File: src/rtl/adder_share_arbiter.sv
// adder_share_arbiter: round-robin arbiter that time-shares one WIDTH-bit adder
// between NREQ requesters and returns sum, carry and requester ID over a
// valid/ready response port, counting completed responses.
module adder_share_arbiter #(
  parameter  int NREQ  = 4,
  parameter  int WIDTH = 8,
  parameter  int CNT_W = 16,
  localparam int ID_W  = $clog2(NREQ)
) (
  input  logic                  clk,
  input  logic                  rst_n,
  input  logic [NREQ-1:0]       req,
  input  logic [NREQ*WIDTH-1:0] op_a,
  input  logic [NREQ*WIDTH-1:0] op_b,
  output logic [NREQ-1:0]       gnt,
  output logic                  rsp_valid,
  input  logic                  rsp_ready,
  output logic [ID_W-1:0]       rsp_id,
  output logic [WIDTH-1:0]      rsp_sum,
  output logic                  rsp_carry,
  output logic                  busy,
  output logic [CNT_W-1:0]      ops_done
);

  typedef enum logic [1:0] {
    IDLE = 2'd0,
    EXEC = 2'd1,
    RESP = 2'd2
  } state_t;

  state_t           state;
  state_t           state_next;
  logic [ID_W-1:0]  ptr;
  logic [ID_W-1:0]  win_id;
  logic             win_found;
  logic [ID_W:0]    cand_ext;
  logic [ID_W-1:0]  cand;
  logic [WIDTH-1:0] win_a;
  logic [WIDTH-1:0] win_b;
  logic [WIDTH-1:0] lat_a;
  logic [WIDTH-1:0] lat_b;
  logic [ID_W-1:0]  lat_id;
  logic [WIDTH:0]   full_sum;

  // Round-robin search: first set req bit starting just after the last winner.
  always_comb begin
    win_id    = '0;
    win_found = 1'b0;
    cand_ext  = '0;
    cand      = '0;
    for (int k = 1; k <= NREQ; k++) begin
      cand_ext = {1'b0, ptr} + (ID_W+1)'(k);
      if (cand_ext >= (ID_W+1)'(NREQ)) begin
        cand_ext = cand_ext - (ID_W+1)'(NREQ);
      end
      cand = cand_ext[ID_W-1:0];
      if (!win_found && req[cand]) begin
        win_found = 1'b1;
        win_id    = cand;
      end
    end
  end

  // Select the winning requester's operand slices.
  always_comb begin
    win_a = '0;
    win_b = '0;
    for (int i = 0; i < NREQ; i++) begin
      if (win_id == ID_W'(i)) begin
        win_a = op_a[i*WIDTH +: WIDTH];
        win_b = op_b[i*WIDTH +: WIDTH];
      end
    end
  end

  assign full_sum = {1'b0, lat_a} + {1'b0, lat_b};
  assign busy     = (state != IDLE);

  // State register.
  always_ff @(posedge clk or negedge rst_n) begin
    if (!rst_n) begin
      state <= IDLE;
    end else begin
      state <= state_next;
    end
  end

  // Next-state decode: req only matters in IDLE, rsp_ready only in RESP.
  always_comb begin
    state_next = state;
    case (state)
      IDLE:    if (|req) state_next = EXEC;
      EXEC:    state_next = RESP;
      RESP:    if (rsp_ready) state_next = IDLE;
      default: state_next = IDLE;
    endcase
  end

  // Datapath: latch winner, produce the registered sum, handshake and count.
  always_ff @(posedge clk or negedge rst_n) begin
    if (!rst_n) begin
      ptr       <= ID_W'(NREQ - 1);
      gnt       <= '0;
      lat_a     <= '0;
      lat_b     <= '0;
      lat_id    <= '0;
      rsp_valid <= 1'b0;
      rsp_id    <= '0;
      rsp_sum   <= '0;
      rsp_carry <= 1'b0;
      ops_done  <= '0;
    end else begin
      case (state)
        IDLE: begin
          if (|req) begin
            lat_a  <= win_a;
            lat_b  <= win_b;
            lat_id <= win_id;
            ptr    <= win_id;
            gnt    <= NREQ'(1) << win_id;
          end else begin
            gnt <= '0;
          end
        end
        EXEC: begin
          gnt       <= '0;
          rsp_sum   <= full_sum[WIDTH-1:0];
          rsp_carry <= full_sum[WIDTH];
          rsp_id    <= lat_id;
          rsp_valid <= 1'b1;
        end
        RESP: begin
          if (rsp_ready) begin
            rsp_valid <= 1'b0;
            if (ops_done != '1) begin
              ops_done <= ops_done + CNT_W'(1);
            end
          end
        end
        default: begin
          gnt       <= '0;
          rsp_valid <= 1'b0;
        end
      endcase
    end
  end

endmodule

File: config.mk
export PLATFORM = sky130hd
export DESIGN_NAME = adder_share_arbiter
export DESIGN_NICKNAME = d
export VERILOG_FILES = /design/src/rtl/adder_share_arbiter.sv
export SDC_FILE = /design/constraint.sdc
export NUM_CORES = 1
export LEC_CHECK = 0
export CAP_MARGIN = 5
export CORE_MARGIN = 4
export CORE_UTILIZATION = 50
export CTS_CLUSTER_SIZE = 16
export DETAILED_ROUTE_END_ITERATION = 8
export DONT_BUFFER_PORTS = 1
export MAX_ROUTING_LAYER = met4
export PLACE_DENSITY = 0.69
export SETUP_SLACK_MARGIN = 0.5
export SLEW_MARGIN = 20
export SYNTH_ARGS = -nofsm -noshare
export SYNTH_HDL_FRONTEND = slang
export SYNTH_SLANG_ARGS = --single-unit
File: constraint.sdc
create_clock -name clk -period 2.44 [get_ports clk]
set_input_delay 0.732 -clock clk [delete_from_list [all_inputs] [get_ports clk]]
set_output_delay 0.732 -clock clk [all_outputs]
set_load 0.01 [all_outputs]
Word level (Yosys, flattened, before mapping)
Index checks and enable logic that the tools add are counted.
- add/subtract/negate cells: 10
- magnitude comparators: 8
- equality and inequality tests: 8
- shift-type cells: 1
- multiplexer cells: 34
- bitwise operators: 1
- reductions and logical operators: 14
- operator list (operator ; count):
    $mux 8 ; 8
    $mux 2 ; 10
    $add 16x1->16 const B ; 1
    $ne 16x16->1 const B ; 1
    $ge 3x3->1 const B ; 4
    $lt 2x3->1 const B ; 4
    $add 8x8->9 ; 1
    $bmux 1 s2 ; 4
    $mux 1 ; 8
    $pmux 4 s2 ; 1
    $sub 2x1->2 const B ; 4
    $add 2x2->3 const B ; 2
    $eq 2x2->1 const B ; 3
    $pmux 2 s3 ; 1
    $reduce_and 2->1 ; 3
    $eq 2x1->1 const B ; 2
    $logic_not 2->1 ; 2
    $mux 4 ; 1
    $ne 2x2->1 const B ; 2
    $reduce_or 4->1 ; 1
    $shl 1x2->4 const A ; 1
    $add 2x1->3 const B ; 1
    $add 2x3->3 const B ; 1
    $logic_and 1x1->1 ; 3
    other kinds (5) ; 7
- flip-flop bits (word level): 54
- input port bits: 71
- output and inout bits: 33
- word-level logic and storage cells: 87

Logic depth before layout (Yosys ltp)
Gate-level depths: netlist of the first run.
- word-level depth: 20
- mapped depth: 7
- depth with buffers taken out: 7

Worst setup path before layout of the first run
OpenSTA, ideal clock, no wires.
- path type: input to register
- start point: in req[0]
- end point: reg lat_b[5]
- setup time: 125 ps
- arrival: 2057 ps
- required time: 2315 ps
- path slack: 258 ps
- stages: 6
- path buffers: 1
- cells stage by stage: a21oi_1 > a31oi_1 > a21oi_1 > buf_6 > mux4_2 > mux2_4
- cells in the longest elaborated chain, start to end: 17
- elaborated cells between the ends (all ways): 31
- classes of those cells: 3 x eq/ne; 19 x mux; 9 x reduce/logical
- RTL lines (element ; RTL line ; text):
    start, declared ; 12 ; input logic [NREQ-1:0] req,
    $bmux 1 s2 ; 57 ; if (!win_found && req[cand]) begin
    $mux 1 (not written as such) ; 57 ;
    $mux 1 ; 57 ;
    $logic_not 1->1 ; 57 ;
    $logic_and 1x1->1 ; 57 ;
    $mux 1 ; 57 ;
    $logic_not 1->1 ; 57 ;
    $logic_and 1x1->1 ; 57 ;
    $mux 1 ; 57 ;
    $logic_not 1->1 ; 57 ;
    $logic_and 1x1->1 ; 57 ;
    $mux 2 ; 57 ;
    $logic_not 2->1 ; 69 ; if (win_id == ID_W'(i)) begin
    $mux 8 (4 in a row) ; 69 ;
    end signal, assigned ; 117 ; lat_b <= win_b;
    end, declared ; 41 ; logic [WIDTH-1:0] lat_b;
Parallel ways exist; a longest one is shown, timed or not. The select of a mux whose other input is x is not followed.
A chain may end at the register's enable or synchronous reset.

Worst setup path in the final report of the first run
- start point: reg ptr[1]
- end point: reg lat_a[6]
- cells in the longest elaborated chain, start to end: 20
- elaborated cells between the ends (all ways): 45
- classes of those cells: 8 x add/sub; 4 x order compare; 3 x eq/ne; 23 x mux; 7 x reduce/logical
- RTL lines (element ; RTL line ; text):
    start, declared ; 33 ; logic [ID_W-1:0] ptr;
    start signal, assigned ; 102 ; ptr <= ID_W'(NREQ - 1);
    start signal, assigned ; 119 ; ptr <= win_id;
    $add 2x1->3 ; 52 ; cand_ext = {1'b0, ptr} + (ID_W+1)'(k);
    $ge 3x3->1 / $sub 2x1->2 (equally long branches) ; 53, 54 ;
    $mux 2 ; 53 ; if (cand_ext >= (ID_W+1)'(NREQ)) begin
    $bmux 1 s2 ; 57 ;
    $mux 1 (not written as such) ; 57 ;
    $mux 1 ; 57 ;
    $logic_not 1->1 ; 57 ;
    $logic_and 1x1->1 ; 57 ;
    [2 not listed] ; n/a ;
    $logic_and 1x1->1 ; 57 ;
    $mux 1 ; 57 ;
    $logic_not 1->1 ; 57 ;
    $logic_and 1x1->1 ; 57 ;
    $mux 2 (*) ; 57 ;
    $logic_not 2->1 ; 69 ;
    $mux 8 (3 in a row) ; 69 ;
    $mux 8 (*) ; 69 ;
    end signal, assigned ; 116 ; lat_a <= win_a;
    end, declared ; 40 ; logic [WIDTH-1:0] lat_a;
Mark *: on every way between the ends. The rest lies on a longest branch, timed or not. The select of a mux whose other input is x is not followed.

==> impl_metrics.yaml, run 1 <==
yosys:
  ys_seq_area_share_pct: 45.8
  synth_top_flop_cell: "dfrtp_1"
  async_reset_ff_share_pct: 100
  synth_warnings: 0
  synthCells: 242
  synth_seq_cells: 54
  synthesis.area_um2: 2960
  synth_fp_nets: 323
  syn_area_per_cell_um2: 12.2
  synth_edf_count: 0
  synth_cell_types: 49
status:
  status: "finished clean"
routing:
  wl_um: 6450
  avgViaCountPerCell: 5.90
  m1WireLength_um: 2680
  drc: 0
  drt_iter0_markers: 58
  ant_nets: 0
  wl_met2_um: 3110
  num_vias: 1965
  routed.top_layer: "met4"
  wl_met3_um: 552
  drt-wirelength-per-cell_um: 19.4
  dr.pass1.iters: 4
clock_tree:
  cts_tree: "yes"
  numCtsBuffers: 5
  cts_root_buf: "clkbuf_8"
  clock_sinks: 54
  clk_path_buf_depth: 2
  clk_pin_slew_worst_paths_ns: 0.10
  clock_latency_ns: 0.32
  cts_htree_levels: 2
  ctsHoldBuffers: 0
power:
  power.density_nw_per_um2: 1410
  peakVddDrop_mv: 0.803
  leakagePower_nw: 1.49
final_layout:
  final_nets: 341
  design_area_um2: 3420
  utilization_pct: 61.0
  drive_gt1_share_pct: 30.7
  area_growth_syn_to_layout_pct: 15.8
  fillers: 446
  final_cell_count_no_fill: 333
  n_antenna_cell: 0
global_routing:
  grt_first_pass_wirelength_um: 10300
  grtUsageTotal_pct: 18.7
  grt_pass1_vias: 2073
  antenna_found_initial: 0
  gr-total-overflow: 0
  grt_max_degree: 55
sta:
  finalSetupTns_ns: 0
  fmax_ghz: 0.480
  min_period_ns: 2.09
  finalClockSkew_ns: 0.0127
  worstMarginPinSlew_ns: 0.538
  drv_slew: 0
  setup_viol: 0
  rsz0062_at_grt: "yes"
  holdWs_ns: 0.101
  final_hold_viol_count: 0
  relSlewSlack_pct: 64.1
  period_share_pct: 85.5
floorplanning:
  start_util_pct: 52.7
  fp.dieH_um: 84.9
  die_x_um: 84.9
  dieArea_um2: 7210
  ios: 104
  core_area_um2: 5610
  rows: 27
worst_setup_path:
  worst_setup_path_start_kind: "flip-flop"
  critical_path.max_fanout: 6
  r2r_setup_slack_ns: 0.35
  crit_start: "ptr[1]"
  r2r_cells: 6
  cp.required_ns: 2.65
  cp.arrival_ns: 2.29
  reg2reg_to: "lat_a[6]"
  endpoint: "lat_a[6]"
  r2r_start: "ptr[1]"
  path_class: "reg -> reg"
  critPathCaptureType: "flip-flop"
min_path:
  hp-class: "in -> async"
placement:
  dpl_cell_area_um2: 3070
  portBuffers: 0
  place_hpwl_um: 4820
  place.gp.congestion: 0.809
  place_inst: 312
flow_run:
  cap_viol_max_count: 0
state kept, by name, summed over array words and instances (netlist names):
register,cells
ops_done,16
rsp_valid,1
rsp_carry,1
gnt,4
state,2
lat_b,8
ptr,2
rsp_sum,8
lat_id,2
lat_a,8
rsp_id,2
per-layer routing:
layer / vias up / global-route usage (%)
li1: 926 / -
met1: 945 / 21.9
met2: 87 / 30.5
met3: 7 / 5.92
met4: 0 / 6.47
met5: - / -
where the power goes:
group | internal [W] | switching [W] | total (W) | leakage (nW)
sequential | 0.00127 | 0.000396 | 0.00167 | 0.664
clock | 0.000411 | 0.000305 | 0.000716 | 0.0683
combinational | 0.00138 | 0.00105 | 0.00243 | 0.761
total | 0.00306 | 0.00176 | 0.00482 | 1.49
how the worst min path moves through the flow:
stage	from	endpoint	slack, ns	cells after the start
2_1_floorplan	rst_n	gnt[0]	0.44	0
3_3_place_gp	rst_n	ops_done[3]	0.44	0
3_5_place_dp	rst_n	ops_done[9]	0.44	0
4_1_cts	rst_n	ops_done[9]	0.09	0
5_1_grt	rst_n	gnt[2]	0.07	0
6_report	rst_n	ops_done[9]	0.10	0
cell families (layout without fill, tap and decap cells):
kind of cell | after synthesis | count (layout) | synth area share [%]
DFF | 54 | 54 | 45.8
buffers and inverters | 18 | 37 | 2.96
xor gates and xnor gates | 18 | 18 | 5.33
and+or+nand+nor | 65 | 65 | 11.0
muxes | 39 | 39 | 22.1
AOI/OAI and AO/OA | 38 | 38 | 8.30
adders and majority gates | 10 | 10 | 4.49
worst max-delay path, cell delays in order, from the launching register on:
cell     delay (ns)
dfstp_2        0.60
a31oi_1        0.11
a21oi_2        0.20
buf_6          0.16
buf_12         0.12
mux4_2         0.51
mux2_4         0.28
through the flow:
stage / power, W / worst slack, ns
2_1_floorplan: 0.00328 / 0.313
3_3_place_gp: 0.00363 / 0.240
3_5_place_dp: 0.00371 / 0.160
4_1_cts: 0.00471 / 0.359
5_1_grt: 0.00515 / 0.273
6_report: 0.00482 / 0.355
synthesized netlist by cell type, drive strengths merged, types with 2 or more instances:
| library cell | number | area [µm²] |
|---|---|---|
| a21oi | 9 | 45.0 |
| mux2 | 21 | 274 |
| nand2 | 24 | 90.1 |
| nor3b | 2 | 15.0 |
| clkbuf | 2 | 7.51 |
| xnor2 | 13 | 114 |
| dfrtp | 52 | 1300 |
| nor2b | 2 | 12.5 |
| nor4 | 2 | 12.5 |
| nor2 | 8 | 30.0 |
| nand3 | 3 | 15.0 |
| o31ai | 3 | 22.5 |
| o21ai | 9 | 45.0 |
| dfstp | 2 | 52.6 |
| o21a | 4 | 30.0 |
| nand2b | 3 | 18.8 |
| mux4 | 16 | 360 |
| or2 | 2 | 12.5 |
| and4 | 2 | 17.5 |
| xor2 | 5 | 43.8 |
| ha | 9 | 113 |
| mux2i | 2 | 20.0 |
| buf | 6 | 42.5 |
| o211ai | 2 | 15.0 |
| inv | 10 | 37.5 |
| nor3 | 6 | 30.0 |
| nand4 | 6 | 37.5 |
area by class of cell:
| cell class | instances | area, µm² | area share [%] |
|---|---|---|---|
| clock inverter | 3 | 68.8 | 2.01 |
| sequential | 54 | 1350 | 39.5 |
| inverter | 10 | 37.5 | 1.10 |
| timing repair buffer | 19 | 206 | 6.03 |
| clock buffer | 5 | 68.8 | 2.01 |
| multi-input combinational | 170 | 1600 | 46.7 |
| tap | 72 | 90.1 | 2.63 |
layout by cell type, fill, tap and decap left out, types with 2 or more instances in the layout:
cell type  count
nor2b_1        2
buf_16         2
ha_1           8
nor3_1         6
xnor2_1       13
nand4_1        6
o21a_1         4
and4_1         2
buf_4         13
o21ai_1        3
nand2_1       24
o211ai_1       2
mux2_2         7
a21oi_1        4
o31ai_1        3
a21oi_2        5
dfstp_2        2
mux2_4        14
dfrtp_1       52
xor2_1         5
nand3_1        3
nor2_1         8
o21ai_0        6
nand2b_1       3
nor3b_1        2
mux4_2        16
clkbuf_8       5
mux2i_1        2
inv_1          9
buf_6          3
bufinv_16      2
repair_timing:
| action | in CTS | in global routing |
|---|---|---|
| resized for setup | 11 | 9 |
| pin swaps | 3 | 7 |
| endpoints found under the setup margin | 18 | 32 |
| setup buffers | 7 | 4 |
| cloned | 2 | 0 |
No activity file was read; power rests on OpenSTA's default activity.
==> run 2, diff against run 1 <==
Settings changed: CORE_UTILIZATION 50 to 55, PLACE_DENSITY 0.69 to 0.74.
Clock period 2.44 ns to 2.6 ns, I/O delays scaled along.
==> impl_metrics.yaml, run 2 (same netlist as run 1, synthesis figures left out) <==
status:
  status: "finished clean"
worst_setup_path:
  path_class: "reg -> reg"
  crit_start: "ptr[1]"
  r2r_start: "ptr[1]"
  critPathCaptureType: "flip-flop"
  r2r_cells: 6
  critical_path.max_fanout: 8
  cp.required_ns: 2.80
  r2r_setup_slack_ns: 0.56
  cp.arrival_ns: 2.24
  reg2reg_to: "lat_b[6]"
  worst_setup_path_start_kind: "flip-flop"
global_routing:
  grtUsageTotal_pct: 19.2
  antenna_found_initial: 0
  grt_pass1_vias: 1898
  gr-total-overflow: 0
  grt_max_degree: 55
  grt_first_pass_wirelength_um: 9320
final_layout:
  final_cell_mix: "dfrtp_1, nand2_1, mux4_2, mux2_4, xnor2_1"
  drive_gt1_share_pct: 26.0
  largest_reg_flops: 16
  final_nets: 330
  area_growth_syn_to_layout_pct: 9.35
  regMostFlops: "ops_done"
  utilization_pct: 62.5
  n_antenna_cell: 0
  final_cell_count_no_fill: 320
  final_common_cell: "dfrtp_1"
power:
  leakagePower_nw: 1.39
  power.density_nw_per_um2: 1260
  power.total_w: 0.00408
  peakVddDrop_mv: 0.699
routing:
  m1WireLength_um: 2560
  num_vias: 1899
  drc: 0
  drt_iter0_markers: 63
  avgViaCountPerCell: 5.93
  dr.pass1.iters: 4
  ant_nets: 0
  wl_met2_um: 2760
  wl_met3_um: 509
  wl_um: 5910
  routed.top_layer: "met4"
  drt-wirelength-per-cell_um: 18.5
clock_tree:
  clock_sinks: 54
  cts_htree_levels: 2
  cts_tree: "yes"
  clk_pin_slew_worst_paths_ns: 0.10
  cts_root_buf: "clkbuf_8"
  clk_path_buf_depth: 2
  clock_latency_ns: 0.31
  numCtsBuffers: 5
placement:
  place.gp.congestion: 0.788
  place_inst: 306
  place_ws_ns: 0.222
  place_hpwl_um: 4580
  portBuffers: 0
sta:
  finalClockSkew_ns: 0.0142
  final_hold_viol_count: 0
  drv_slew: 0
  worst_slack_ns: 0.560
  relSlewSlack_pct: 50.8
  rsz0062_at_grt: "yes"
  finalSetupTns_ns: 0
  setup_viol: 0
  worstMarginPinSlew_ns: 0.738
  period_share_pct: 78.5
  fmax_ghz: 0.490
  min_period_ns: 2.04
floorplanning:
  rows: 26
  dieArea_um2: 6610
  fp.dieH_um: 81.3
  core_area_um2: 5170
  ios: 104
  start_util_pct: 57.2
  die_x_um: 81.3
min_path:
  hp-class: "in -> async"
flow_run:
  cap_viol_max_count: 0
-- run 2: layout make-up --
| class | instances | area (µm²) |
|---|---|---|
| Multi-Input combinational cell | 170 | 1560 |
| Clock buffer | 7 | 96.3 |
| Inverter | 10 | 37.5 |
| Tap cell | 70 | 87.6 |
| Timing Repair Buffer | 8 | 93.8 |
| Fill cell | 376 | 1940 |
| Sequential cell | 54 | 1350 |
| Clock inverter | 1 | 8.76 |
-- run 2: power breakdown --
group          internal (W)  switching [W]
sequential          0.00119       0.000362
clock              0.000244       0.000266
combinational       0.00112       0.000889
-- run 2: per-stage QoR --
| stage | cell area [µm²] | hold slack (ns) |
|---|---|---|
| finish | 3230 | 0.154 |
| global route | 3230 | 0.121 |
| CTS | 3150 | 0.139 |
| detailed placement | 3030 | 0.479 |
| global placement | 3030 | 0.467 |
| floorplan | 2960 | 0.442 |
-- run 2: routing by layer --
layer / track usage (%) / vias up
met4: 5.91 / 0
li1: - / 905
met3: 6.21 / 8
met5: - / -
met1: 25.3 / 900
met2: 28.4 / 86
-- run 2: worst max-delay path, cell delays in order (launching register included) --
cell and delay (ns):
dfstp_2 0.61, a31oi_2 0.11, a21oi_2 0.16, buf_4 0.14, clkbuf_16 0.15, mux4_2 0.49
mux2_4 0.26
-- run 2: what timing repair did --
item | 4_1_cts | 5_1_grt
gates resized for setup | 2 | 6
setup endpoints to repair | 17 | 18
pin swaps | 1 | 2
hold buffers | 0 | 0
buffers inserted | 1 | 4
cloned | 0 | 1
-- run 2: how the worst max path moves through the flow --
stage	slack [ns]	to
CTS	0.52	rsp_sum[6]
finish	0.56	lat_b[6]
detailed placement	0.22	lat_b[1]
global placement	0.24	lat_b[1]
floorplan	0.43	lat_b[5]
global route	0.46	lat_b[2]
